**config.mk**
```make
export PLATFORM = sky130hd
export DESIGN_NAME = cam_ctrl_flat
export DESIGN_NICKNAME = d
export VERILOG_FILES = /design/src/rtl/cam_ctrl_if.sv /design/src/rtl/cam_ctrl.sv /design/src/flat_wrapper.sv
export SDC_FILE = /design/constraint.sdc
export NUM_CORES = 1
export LEC_CHECK = 0
export ABC_CLOCK_PERIOD_IN_PS = 1600
export CAP_MARGIN = 20
export CELL_PAD_IN_SITES_DETAIL_PLACEMENT = 0
export CELL_PAD_IN_SITES_GLOBAL_PLACEMENT = 1
export CORE_MARGIN = 5
export CORE_UTILIZATION = 28
export CTS_CLUSTER_SIZE = 20
export DETAILED_ROUTE_END_ITERATION = 6
export PLACE_DENSITY = 0.8
export SYNTH_ARGS = -nofsm -noshare
export SYNTH_HDL_FRONTEND = slang
export SYNTH_SLANG_ARGS = --single-unit
export TNS_END_PERCENT = 100
```
**constraint.sdc**
```tcl
create_clock -name clk_i -period 1.6 [get_ports clk_i]
set_clock_uncertainty 0.15 [all_clocks]
set_input_delay 0.32 -clock clk_i [delete_from_list [all_inputs] [get_ports clk_i]]
set_output_delay 0.32 -clock clk_i [all_outputs]
set_load 0.05 [all_outputs]
```
**src/rtl/cam_ctrl_if.sv**
```systemverilog
// Request/response handshake bundle between the tag-management logic and cam_ctrl.
// master = requester side, slave = cam_ctrl side.
interface cam_ctrl_if #(
  parameter int DATA_WIDTH = 5,
  parameter int DATA_SIZE  = 1 << DATA_WIDTH
);
  logic                  req_valid;
  logic                  req_ready;
  logic [1:0]            req_op;
  logic [DATA_SIZE-1:0]  req_key;
  logic                  rsp_valid;
  logic                  rsp_ready;
  logic                  rsp_hit;
  logic [DATA_WIDTH-1:0] rsp_index;
  logic [DATA_SIZE-1:0]  rsp_data;
  logic                  rsp_evict;

  modport master (
    output req_valid, req_op, req_key, rsp_ready,
    input  req_ready, rsp_valid, rsp_hit, rsp_index, rsp_data, rsp_evict
  );

  modport slave (
    input  req_valid, req_op, req_key, rsp_ready,
    output req_ready, rsp_valid, rsp_hit, rsp_index, rsp_data, rsp_evict
  );
endinterface

```
**src/rtl/cam_ctrl.sv**
```systemverilog
// Lookup/insert front end for the cam block: one request at a time, round-robin allocation on insert miss.
// Define CAM_CTRL_READ_EN to enable op 10 (CAM entry read); otherwise READ answers like the reserved op.
module cam_ctrl #(
  parameter int DATA_WIDTH = 5,
  parameter int DATA_SIZE  = 1 << DATA_WIDTH
) (
  input  logic                  clk_i,
  input  logic                  rst_ni,
  cam_ctrl_if.slave             bus,
  output logic                  full_o,
  output logic [DATA_WIDTH:0]   count_o,
  output logic                  search_enable_o,
  output logic [DATA_SIZE-1:0]  search_data_o,
  output logic                  write_enable_o,
  output logic [DATA_WIDTH-1:0] write_index_o,
  output logic [DATA_SIZE-1:0]  write_data_o,
  output logic                  read_enable_o,
  output logic [DATA_WIDTH-1:0] read_index_o,
  input  logic [DATA_WIDTH-1:0] cam_search_index_i,
  input  logic                  cam_search_valid_i,
  input  logic [DATA_SIZE-1:0]  cam_read_value_i,
  input  logic                  cam_read_valid_i
);

`ifdef CAM_CTRL_READ_EN
  localparam bit READ_EN = 1'b1;
`else
  localparam bit READ_EN = 1'b0;
`endif

  localparam logic [1:0] OP_LOOKUP = 2'b00;
  localparam logic [1:0] OP_INSERT = 2'b01;
  localparam logic [1:0] OP_READ   = 2'b10;
  localparam logic [DATA_WIDTH:0] FULL_CNT = (DATA_WIDTH+1)'(DATA_SIZE);

  typedef enum logic [2:0] {IDLE, SEARCH, WAIT, WRITE, RESP} state_e;

  state_e                state_q, state_d;
  logic [1:0]            op_q, op_d;
  logic [DATA_SIZE-1:0]  key_q, key_d;
  logic [DATA_WIDTH-1:0] alloc_q, alloc_d;
  logic [DATA_WIDTH:0]   count_q, count_d;
  logic                  rsp_hit_q, rsp_hit_d;
  logic [DATA_WIDTH-1:0] rsp_index_q, rsp_index_d;
  logic [DATA_SIZE-1:0]  rsp_data_q, rsp_data_d;
  logic                  rsp_evict_q, rsp_evict_d;
  logic                  srch_en_q, srch_en_d;
  logic [DATA_SIZE-1:0]  srch_data_q, srch_data_d;
  logic                  wr_en_q, wr_en_d;
  logic [DATA_WIDTH-1:0] wr_idx_q, wr_idx_d;
  logic [DATA_SIZE-1:0]  wr_data_q, wr_data_d;
  logic                  rd_en_q, rd_en_d;
  logic [DATA_WIDTH-1:0] rd_idx_q, rd_idx_d;

  function automatic logic is_search(input logic [1:0] op);
    return (op == OP_LOOKUP) || (op == OP_INSERT);
  endfunction

  // Without the read feature READ falls through the "unsupported" path and never touches the CAM.
  function automatic logic is_read(input logic [1:0] op);
    return READ_EN && (op == OP_READ);
  endfunction

  always_comb begin
    state_d     = state_q;
    op_d        = op_q;
    key_d       = key_q;
    alloc_d     = alloc_q;
    count_d     = count_q;
    rsp_hit_d   = rsp_hit_q;
    rsp_index_d = rsp_index_q;
    rsp_data_d  = rsp_data_q;
    rsp_evict_d = rsp_evict_q;
    srch_en_d   = 1'b0;
    srch_data_d = srch_data_q;
    wr_en_d     = 1'b0;
    wr_idx_d    = wr_idx_q;
    wr_data_d   = wr_data_q;
    rd_en_d     = 1'b0;
    rd_idx_d    = rd_idx_q;
    unique case (state_q)
      IDLE: if (bus.req_valid) begin
        op_d        = bus.req_op;
        key_d       = bus.req_key;
        rsp_hit_d   = 1'b0;
        rsp_index_d = '0;
        rsp_data_d  = '0;
        rsp_evict_d = 1'b0;
        state_d     = SEARCH;
        // CAM strobes are registered so they are high for exactly the SEARCH cycle.
        if (is_search(bus.req_op)) begin
          srch_en_d   = 1'b1;
          srch_data_d = bus.req_key;
        end else if (is_read(bus.req_op)) begin
          rd_en_d  = 1'b1;
          rd_idx_d = bus.req_key[DATA_WIDTH-1:0];
        end
      end
      SEARCH: state_d = (is_search(op_q) || is_read(op_q)) ? WAIT : RESP;
      WAIT: begin
        if (is_read(op_q)) begin
          rsp_hit_d   = cam_read_valid_i;
          rsp_data_d  = cam_read_value_i;
          rsp_index_d = key_q[DATA_WIDTH-1:0];
          state_d     = RESP;
        end else if (cam_search_valid_i || op_q == OP_LOOKUP) begin
          rsp_hit_d   = cam_search_valid_i;
          rsp_index_d = cam_search_index_i;
          state_d     = RESP;
        end else begin
          wr_en_d   = 1'b1;
          wr_idx_d  = alloc_q;
          wr_data_d = key_q;
          state_d   = WRITE;
        end
      end
      WRITE: begin
        rsp_hit_d   = 1'b0;
        rsp_index_d = alloc_q;
        rsp_evict_d = (count_q == FULL_CNT);
        alloc_d     = alloc_q + 1'b1;
        if (count_q != FULL_CNT) count_d = count_q + 1'b1;
        state_d     = RESP;
      end
      RESP: if (bus.rsp_ready) state_d = IDLE;
      default: state_d = IDLE;
    endcase
  end

  always_ff @(posedge clk_i) begin
    if (!rst_ni) begin
      state_q     <= IDLE;
      op_q        <= '0;
      key_q       <= '0;
      alloc_q     <= '0;
      count_q     <= '0;
      rsp_hit_q   <= 1'b0;
      rsp_index_q <= '0;
      rsp_data_q  <= '0;
      rsp_evict_q <= 1'b0;
      srch_en_q   <= 1'b0;
      srch_data_q <= '0;
      wr_en_q     <= 1'b0;
      wr_idx_q    <= '0;
      wr_data_q   <= '0;
      rd_en_q     <= 1'b0;
      rd_idx_q    <= '0;
    end else begin
      state_q     <= state_d;
      op_q        <= op_d;
      key_q       <= key_d;
      alloc_q     <= alloc_d;
      count_q     <= count_d;
      rsp_hit_q   <= rsp_hit_d;
      rsp_index_q <= rsp_index_d;
      rsp_data_q  <= rsp_data_d;
      rsp_evict_q <= rsp_evict_d;
      srch_en_q   <= srch_en_d;
      srch_data_q <= srch_data_d;
      wr_en_q     <= wr_en_d;
      wr_idx_q    <= wr_idx_d;
      wr_data_q   <= wr_data_d;
      rd_en_q     <= rd_en_d;
      rd_idx_q    <= rd_idx_d;
    end
  end

  assign bus.req_ready = (state_q == IDLE);
  assign bus.rsp_valid = (state_q == RESP);
  assign bus.rsp_hit   = bus.rsp_valid & rsp_hit_q;
  assign bus.rsp_index = bus.rsp_valid ? rsp_index_q : '0;
  assign bus.rsp_data  = bus.rsp_valid ? rsp_data_q : '0;
  assign bus.rsp_evict = bus.rsp_valid & rsp_evict_q;

  assign full_o          = (count_q == FULL_CNT);
  assign count_o         = count_q;
  assign search_enable_o = srch_en_q;
  assign search_data_o   = srch_data_q;
  assign write_enable_o  = wr_en_q;
  assign write_index_o   = wr_idx_q;
  assign write_data_o    = wr_data_q;
  assign read_enable_o   = rd_en_q;
  assign read_index_o    = rd_idx_q;

endmodule
```
**src/flat_wrapper.sv**
```systemverilog
// flat-port wrapper written by rule: the top's interface ports become plain ports
module cam_ctrl_flat 
#(
  parameter int DATA_WIDTH = 5,
  parameter int DATA_SIZE  = 1 << DATA_WIDTH
)
  (clk_i, rst_ni, full_o, count_o, search_enable_o, search_data_o, write_enable_o, write_index_o, write_data_o, read_enable_o, read_index_o, cam_search_index_i, cam_search_valid_i, cam_read_value_i, cam_read_valid_i, bus_req_valid, bus_req_op, bus_req_key, bus_rsp_ready, bus_req_ready, bus_rsp_valid, bus_rsp_hit, bus_rsp_index, bus_rsp_data, bus_rsp_evict);
  cam_ctrl_if #(.DATA_WIDTH(DATA_WIDTH), .DATA_SIZE(DATA_SIZE)) bus_i ();
  input  logic clk_i;
  input  logic rst_ni;
  output logic full_o;
  output logic [DATA_WIDTH:0] count_o;
  output logic search_enable_o;
  output logic [DATA_SIZE-1:0] search_data_o;
  output logic write_enable_o;
  output logic [DATA_WIDTH-1:0] write_index_o;
  output logic [DATA_SIZE-1:0] write_data_o;
  output logic read_enable_o;
  output logic [DATA_WIDTH-1:0] read_index_o;
  input  logic [DATA_WIDTH-1:0] cam_search_index_i;
  input  logic cam_search_valid_i;
  input  logic [DATA_SIZE-1:0] cam_read_value_i;
  input  logic cam_read_valid_i;
  input wire logic [$bits(bus_i.req_valid)-1:0] bus_req_valid;
  input wire logic [$bits(bus_i.req_op)-1:0] bus_req_op;
  input wire logic [$bits(bus_i.req_key)-1:0] bus_req_key;
  input wire logic [$bits(bus_i.rsp_ready)-1:0] bus_rsp_ready;
  output wire logic [$bits(bus_i.req_ready)-1:0] bus_req_ready;
  output wire logic [$bits(bus_i.rsp_valid)-1:0] bus_rsp_valid;
  output wire logic [$bits(bus_i.rsp_hit)-1:0] bus_rsp_hit;
  output wire logic [$bits(bus_i.rsp_index)-1:0] bus_rsp_index;
  output wire logic [$bits(bus_i.rsp_data)-1:0] bus_rsp_data;
  output wire logic [$bits(bus_i.rsp_evict)-1:0] bus_rsp_evict;
  assign bus_i.req_valid = bus_req_valid;
  assign bus_i.req_op = bus_req_op;
  assign bus_i.req_key = bus_req_key;
  assign bus_i.rsp_ready = bus_rsp_ready;
  assign bus_req_ready = bus_i.req_ready;
  assign bus_rsp_valid = bus_i.rsp_valid;
  assign bus_rsp_hit = bus_i.rsp_hit;
  assign bus_rsp_index = bus_i.rsp_index;
  assign bus_rsp_data = bus_i.rsp_data;
  assign bus_rsp_evict = bus_i.rsp_evict;
  cam_ctrl #(.DATA_WIDTH(DATA_WIDTH), .DATA_SIZE(DATA_SIZE)) u_core (.clk_i(clk_i), .rst_ni(rst_ni), .bus(bus_i), .full_o(full_o), .count_o(count_o), .search_enable_o(search_enable_o), .search_data_o(search_data_o), .write_enable_o(write_enable_o), .write_index_o(write_index_o), .write_data_o(write_data_o), .read_enable_o(read_enable_o), .read_index_o(read_index_o), .cam_search_index_i(cam_search_index_i), .cam_search_valid_i(cam_search_valid_i), .cam_read_value_i(cam_read_value_i), .cam_read_valid_i(cam_read_valid_i));
endmodule
```
After elaboration in Yosys (flattened, before gate mapping) --
Cells that the tools add are included.
Storage, ports and cells: flip-flop bits (word level) 126, bits in writable memories 0, bits in latches 0, memories kept 0, output and inout bits 125, bits in read-only memories 0, word-level logic and storage cells 61, bits of input ports 77
Cells by class: bitwise gates (word level) 3, divide/modulo/power cells 0, shift operators 0, $lt $le $gt $ge 0, reduce and logical (&&, ||, !) cells 17, add/sub/neg operators 2, equality and inequality tests 11, muxes and demuxes 15, multipliers 0
Operator list (count):
- 2-to-1 mux 5 bit | 3
- case mux 3 bit (5 select lines) | 1
- case mux 5 bit (3 select lines) | 1
- 2-to-1 mux 3 bit | 4
- AND reduction 2 bit | 6
- AND reduction 3 bit | 3
- adder 6 x 1 -> 6 bit, second input constant | 1
- equality test 3 x 2 -> 1 bit, second input constant | 2
- equality test 6 bit, second input constant | 1
- inequality test 6 bit, second input constant | 1
- adder 5 x 1 -> 5 bit, second input constant | 1
- equality test 2 x 1 -> 1 bit, second input constant | 2
- logical NOT 2 bit | 2
- 2-to-1 mux 1 bit | 4
- inequality test 2 bit, second input constant | 2
- equality test 3 x 1 -> 1 bit, second input constant | 1
- equality test 3 bit, second input constant | 1
- logical NOT 3 bit | 1
- logical OR 1 bit | 3
- case mux 1 bit (3 select lines) | 1
- nonzero test 3 bit | 1
- bitwise AND 1 bit | 2
- inequality test 2 x 1 -> 1 bit, second input constant | 1
- case mux 1 bit (2 select lines) | 1
- 2 further kinds | 2

Longest topological paths before layout --
Gate-level depths: netlist of run 1.
word-level depth 4, mapped depth 6, gate-level depth less buffers 5

Least setup slack after synthesis of run 1 --
No wires, ideal clock.
path type flip-flop to output port, start point register u_core.state_q[0], end point output bus_rsp_evict, required time 1.130 ns, arrival time 1.968 ns, setup slack -0.838 ns, path buffers 2, cell stages (with the launch flop) 5, cell sequence dfxtp_1 -> buf_6 -> buf_2 -> nor3b_2 -> and2_1
On the way: longest elaborated chain between the ends 2
Ends and longest elaborated chain:
- start: declaration | line cam_ctrl.sv:38 | state_e state_q, state_d;
- start signal: assignment | line cam_ctrl.sv:149 | state_q <= state_d;
- equality test 3 bit | line cam_ctrl.sv:169 | assign bus.rsp_valid = (state_q == RESP);
- net bus_rsp_valid | line flat_wrapper.sv:29 | output wire logic [$bits(bus_i.rsp_valid)-1:0] bus_rsp_valid;
- bitwise AND 1 bit | line cam_ctrl.sv:173 | assign bus.rsp_evict = bus.rsp_valid & rsp_evict_q;
- end: declaration | line flat_wrapper.sv:33 | output wire logic [$bits(bus_i.rsp_evict)-1:0] bus_rsp_evict;
The timed path passes the listed nets, and every way through them passes these cells.

Worst setup path after layout of run 1 --
start point register u_core.state_q[0], end point output bus_rsp_evict
On the way: longest elaborated chain between the ends 2
Ends and longest elaborated chain (line):
- equality test 3 bit | cam_ctrl.sv:169
- bitwise AND 1 bit | cam_ctrl.sv:173
Every way passes these cells.

==> results of run 1 <==
-- power groups by stage --
stage	combinational (uW)	clock [uW]	sequential, uW
2_1_floorplan	706	0	3550
3_3_place_gp	1340	0	3430
3_5_place_dp	1350	0	3430
4_1_cts	1780	4350	3370
5_1_grt	1940	4530	3390
6_report	1850	4310	3380
-- critical path, cell delays in order, from the launching register on --
cell and delay [ns]:
dfxtp_4 0.34, buf_6 0.12, nor3b_4 0.20, buf_6 0.16
and2_4 0.15, buf_12 0.13
-- stage by stage --
step	worst slack, ns	hold slack [ns]	utilization (%)	instances
6_report	-0.387	0.309	54.2	1001
5_1_grt	-0.456	0.327	54.2	1001
4_1_cts	-0.426	0.306	52.6	993
3_5_place_dp	-0.564	0.297	42.8	922
3_3_place_gp	-0.551	0.293	42.8	922
2_1_floorplan	-0.412	0.287	-	599
-- worst paths after layout --
check	slack [ns]	end	cells after the start
min	0.31	u_core.key_q[22]	2
max reg2reg	-0.25	u_core.key_q[10]	6
min reg2reg	0.31	u_core.key_q[22]	2
max	-0.39	bus_rsp_evict	5
-- cells by family after synthesis --
group | count (synthesis) | synth area share, %
other cells | 1 | 0.0745
simple gates | 164 | 15.6
flops | 126 | 50.1
mux | 14 | 2.91
fa+ha+maj | 3 | 0.746
buf+inv | 89 | 10.5
compound gates | 164 | 19.9
xor+xnor | 1 | 0.174
-- area by class of cell --
type / instances / area, um2
Timing Repair Buffer: 224 / 3540
Inverter: 6 / 25.0
Sequential cell: 126 / 2540
Tap cell: 229 / 287
Fill cell: 1452 / 8170
Clock buffer: 22 / 474
Multi-Input combinational cell: 384 / 2620
Clock inverter: 10 / 183
-- state kept, by name, summed over array words and instances (netlist names) --
name / count
u_core.rsp_hit_q: 1
u_core.search_enable_o: 1
u_core.rsp_evict_q: 1
u_core.key_q: 32
u_core.write_enable_o: 1
u_core.alloc_q: 5
u_core.state_q: 3
u_core.search_data_o: 32
u_core.count_o: 6
u_core.op_q: 2
u_core.rsp_index_q: 5
u_core.write_data_o: 32
u_core.write_index_o: 5
-- layer usage --
metal  vias to the layer above  global-route usage (%)  part of all wire [%]
met2                       146                    28.0                    49
met5                         -                       0                     0
met1                      2306                    22.1                    43
li1                       2298                       -                     -
met4                         0                    6.05                   1.3
met3                        15                    5.72                   6.8
-- synth_stat cells (2+ instances only) --
| cell type | n |
|---|---|
| o21ai_0 | 35 |
| a21oi_1 | 80 |
| o21ai_1 | 5 |
| mux2_2 | 5 |
| nor2_1 | 5 |
| mux2i_1 | 9 |
| ha_1 | 3 |
| nand2_1 | 88 |
| nand4_1 | 2 |
| buf_2 | 17 |
| buf_4 | 38 |
| or3_1 | 3 |
| and2_1 | 8 |
| nand2b_1 | 2 |
| a22o_1 | 32 |
| inv_1 | 5 |
| dfxtp_1 | 126 |
| nand3_1 | 41 |
| buf_6 | 4 |
| clkbuf_1 | 24 |
| and3b_1 | 2 |
-- repair_timing --
| item | in CTS | in global routing |
|---|---|---|
| resized for setup | 166 | 47 |
| buffers inserted | 23 | 8 |
| pin swaps | 71 | 11 |
| hold buffers | 0 | 0 |
| cloned | 16 | 3 |
| endpoints found under the setup margin | 127 | 134 |
==> results.toml, run 1 <==
[run_status]
status = "finished with violations"
failed_checks = "setup timing"

[timing]
slew_headroom_pct = 65.3
finalCritPeriodShare_pct = 124
final.min_clock_period_ns = 1.99
setup_ws_ns = -0.387
fmax_mhz = 503
rsz0062_at_grt = "yes"
slew_viol_final = 0
setup_tns_ns = -19.32
hold_viol_final = 0
finalSetupViolCount = 99
tightest_slew_ns = 0.521

[yosys]
synth_area_mm2 = 0.00503
avgSynthCellArea_um2 = 8.96
yosysWarnings = 0
synth_edf_count = 0
synthDistinctLibCells = 49
seq_area_frac_synth_pct = 50.1
async_flop_share_pct = 0
synth_cells = 562
synth_seq_cells = 126
yosys.area.top_type = "dfxtp_1"
post-synth-top-area-fraction_pct = 50.1
synth_top_flop_cell = "dfxtp_1"
yosys-top-cells-area = "dfxtp_1, a21oi_1, nand2_1, buf_4, a22o_1"

[critical_path]
crit_start = "u_core.state_q[0]"
cp-start-kind = "flop"
critical_path_class = "flop to output pin"
r2r_start = "u_core.state_q[0]"
cp_max_fo = 8
end_kind = "output pin"
worstPathArrival_ns = 1.52
cp.required_ns = 1.13

[clock_tree]
cts.path.max_buffers = 2
clock_latency_ns = 0.42
cts_buffers = 17
clkSinkCount = 126
root_buffer = "clkbuf_16"
tritoncts = "built"
clk_pin_slew_worst_paths_ns = 0.06
htreeDepth = 4

[power_and_ir_drop]
p_leak_uw = 0.00378
power.switching_uw = 2530
p_sw_share_pct = 26.6
p_clk_share_pct = 45.2
intPower_uw = 7000
combPwrFrac_pct = 19.4
cellPowerDensity_mw_per_mm2 = 986
seqPwrFrac_pct = 35.4
fin_total_pwr_uw = 9530
vdd_drop_max_uv = 777

[floorplan]
die_h_um = 144
pin_count = 202
initial_core_util_pct = 28.2
num_rows = 49
die-area_mm2 = 0.0208
core_area_mm2 = 0.0178
dieWidth_um = 144

[placement]
dp_hpwl_mm = 10.6
place_area_mm2 = 0.00764
port-buffer-count = 130
gp_congestion = 0.727

[layout]
drive_gt1_share_pct = 44.3
mostFrequentLayoutCells = "dfxtp_1, buf_12, a21oi_1"
syn2layout_area_growth_pct = 92.1
final_common_cell = "dfxtp_1"
finalInstanceArea_mm2 = 0.00967
fin_nets = 839
n_antenna_cell = 0

[global_route]
grt_pass1_wl_mm = 27.6
grt_use_total_pct = 17.5
grt_pass1_vias = 4793
grt-ovfl-total = 0
grt_max_degree = 44
antenna_found_initial = 0

[route]
drt_iter0_drc = 256
drtAntennaViolNets = 0
drt-total-wl_mm = 18.4
wl_per_cell_um = 18.3
drc_errors = 0
avgViaCountPerCell = 4.76
first_pass_iters = 4
vias = 4765

[job]
cap_violations = 0

[min_path]
hold_path.startpoint = "u_core.key_q[22]"
hold_path.class = "flop to flop"
No activity file was read; power rests on OpenSTA's default activity.
==> inputs of run 2 (changes only) <==
Settings changed: CTS_CLUSTER_DIAMETER set to 30, GPL_TIMING_DRIVEN set to 0.
==> run 2 against run 1 <==
  * The flow still finishes with violations (setup timing)
  * Worst setup slack worse by 0.055 ns
  * Combinational power hardly changed
  * Design area is 9.1% lower
  * Register-to-register slack worse by 0.08 ns
  * First-iteration DRC count is 17% lower
  * Via count is 0.46% higher
  * Fmax is 2.7% lower
  * Cell count is 4.0% higher
  * Clock power is 9.7% lower
  * Count of clock-buffer cells in the layout is 1 lower
==> results.toml, run 2 (synthesis gave the netlist of run 1 again) <==
[critical_path]
r2r_start = "u_core.state_q[0]"
cp_max_fo = 8
crit_path_top_delay_cell = "dfxtp_2"
slowest_delay_ns = 0.36
ff2ff_path_depth = 6
crit_family = "buffers and inverters"
cp-start-kind = "flop"
cp.required_ns = 1.13
critical_path.most_common_cell = "buf_6"
worstPathArrival_ns = 1.57
critical_path_class = "flop to output pin"
crit_start = "u_core.state_q[2]"
reg2reg_to = "u_core.rsp_index_q[2]"
critPathBufInv = 3
end_kind = "output pin"
path_cells = "buf_6 -> nor3b_4 -> buf_6 -> and2_4 -> buf_8"
reg2reg_setup_slack_ns = -0.33

[power_and_ir_drop]
vdd_drop_max_uv = 730
fin_total_pwr_uw = 9070
cellPowerDensity_mw_per_mm2 = 1030
p_leak_uw = 0.00383

[timing]
slew_viol_final = 0
finalCritPeriodShare_pct = 128
slew_headroom_pct = 50.4
setup_ws_ns = -0.442
setup_tns_ns = -22.03
final.min_clock_period_ns = 2.04
fmax_mhz = 490
tightest_slew_ns = 0.744
hold_viol_final = 0
finalSetupViolCount = 101
rsz0062_at_grt = "yes"

[clock_tree]
root_buffer = "clkbuf_16"
clock_latency_ns = 0.42
cts.path.max_buffers = 2
clkSinkCount = 126
clk_pin_slew_worst_paths_ns = 0.06
cts_buffers = 17
tritoncts = "built"
htreeDepth = 4

[floorplan]
pin_count = 202
initial_core_util_pct = 28.2
num_rows = 49
die_h_um = 144
die-area_mm2 = 0.0208
core_area_mm2 = 0.0178
dieWidth_um = 144

[route]
avgViaCountPerCell = 4.60
vias = 4787
wl_per_cell_um = 16.8
drt-total-wl_mm = 17.5
first_pass_iters = 4
drtAntennaViolNets = 0
drc_errors = 0
drt_iter0_drc = 212

[layout]
syn2layout_area_growth_pct = 74.6
multiInputGateArea_mm2 = 0.00301
mostFrequentLayoutCells = "dfxtp_1, buf_2, buf_4"
final_common_cell = "dfxtp_1"
fin_nets = 878
drive_gt1_share_pct = 53.8
final_cells = 1041
finalInstanceArea_mm2 = 0.00879
layout.area.seq_mm2 = 0.00254
fillCellCount = 1612

[global_route]
grt_pass1_vias = 4466
antenna_found_initial = 0
grt-ovfl-total = 0
grt_max_degree = 17
grt_pass1_wl_mm = 24.5
grt_use_total_pct = 15.2

[min_path]
hold_end = "u_core.alloc_q[3]"
hold_path.startpoint = "rst_ni"
worstHoldPathCells = 3
hold_path.class = "input port to flop"

[run_status]
status = "finished with violations"
failed_checks = "setup timing"

[placement]
place_area_mm2 = 0.00683
gp_congestion = 0.732
port-buffer-count = 129
dp_hpwl_mm = 10.7
dp.cells = 957

[job]
cap_violations = 0
[run 2: cell count changes in the layout (fill, tap and decap cells not counted), moves of 4 or more]
cell,previous run,this run
buf_8,3,21
clkbuf_1,2,13
buf_4,35,66
nand2_4,9,46
buf_16,15,0
a21oi_1,63,34
a21oi_2,16,45
buf_2,0,73
nand2_1,57,24
clkbuf_16,20,25
nand2_2,22,18
clkbuf_4,0,7
buf_12,104,7
nand3_1,38,34
[run 2: report_power, final]
part / switching [uW] / internal [uW] / total (uW)
combinational: 1070 / 748 / 1820
sequential: 99.5 / 3260 / 3360
clock: 1410 / 2480 / 3890
total: 2580 / 6490 / 9070
[run 2: routing by layer]
layer  share of wire (%)  vias to the layer above  wire [um]  GRT usage, %
met3                 7.1                       12       1250          5.29
met2                  49                      148       8510          23.5
li1                    -                     2372          -             -
met4                 1.1                        0        191          4.36
met5                   0                        -          0             0
met1                  43                     2255       7530          20.1
[run 2: worst reg2reg max path, delay by kind of cell, from the launching register on]
family          cells  cell delay, ns
buf+inv             3            0.40
simple gates        1            0.40
flops               1            0.36
compound gates      1            0.34
mux                 1            0.22
[run 2: area by class of cell]
class	instances	area share (%)
clock inverter	11	1.59
antenna	1	0.0285
inverter	6	0.313
buffer	78	7.69
clock buffer	21	5.12
sequential	126	28.9
tap	229	3.26
timing repair buffer	185	18.9
multi-input combinational	384	34.2
[run 2: per-stage QoR]
step | util (%) | worst slack (ns) | hold slack, ns
floorplan | - | -0.412 | 0.287
global placement | 38.3 | -0.865 | 0.297
detailed placement | 38.3 | -0.861 | 0.297
CTS | 43.5 | -0.483 | 0.0820
global route | 49.3 | -0.482 | 0.0982
finish | 49.3 | -0.442 | 0.107
[run 2: repair_timing]
| action | 4_1_cts | 5_1_grt |
|---|---|---|
| hold buffers | 0 | 0 |
| buffers inserted | 29 | 21 |
| setup endpoints to repair | 193 | 149 |
| gates cloned | 3 | 9 |
| resized for setup | 571 | 265 |
| pin swaps | 63 | 119 |
[run 2: worst max path at each step]
| stage | end | slack [ns] | cells after the start |
|---|---|---|---|
| 2_1_floorplan | bus_rsp_evict | -0.41 | 4 |
| 3_3_place_gp | bus_rsp_evict | -0.87 | 5 |
| 3_5_place_dp | u_core.write_data_o[16] | -0.86 | 6 |
| 4_1_cts | bus_rsp_evict | -0.48 | 6 |
| 5_1_grt | bus_rsp_index[3] | -0.48 | 5 |
| 6_report | bus_rsp_evict | -0.44 | 5 |
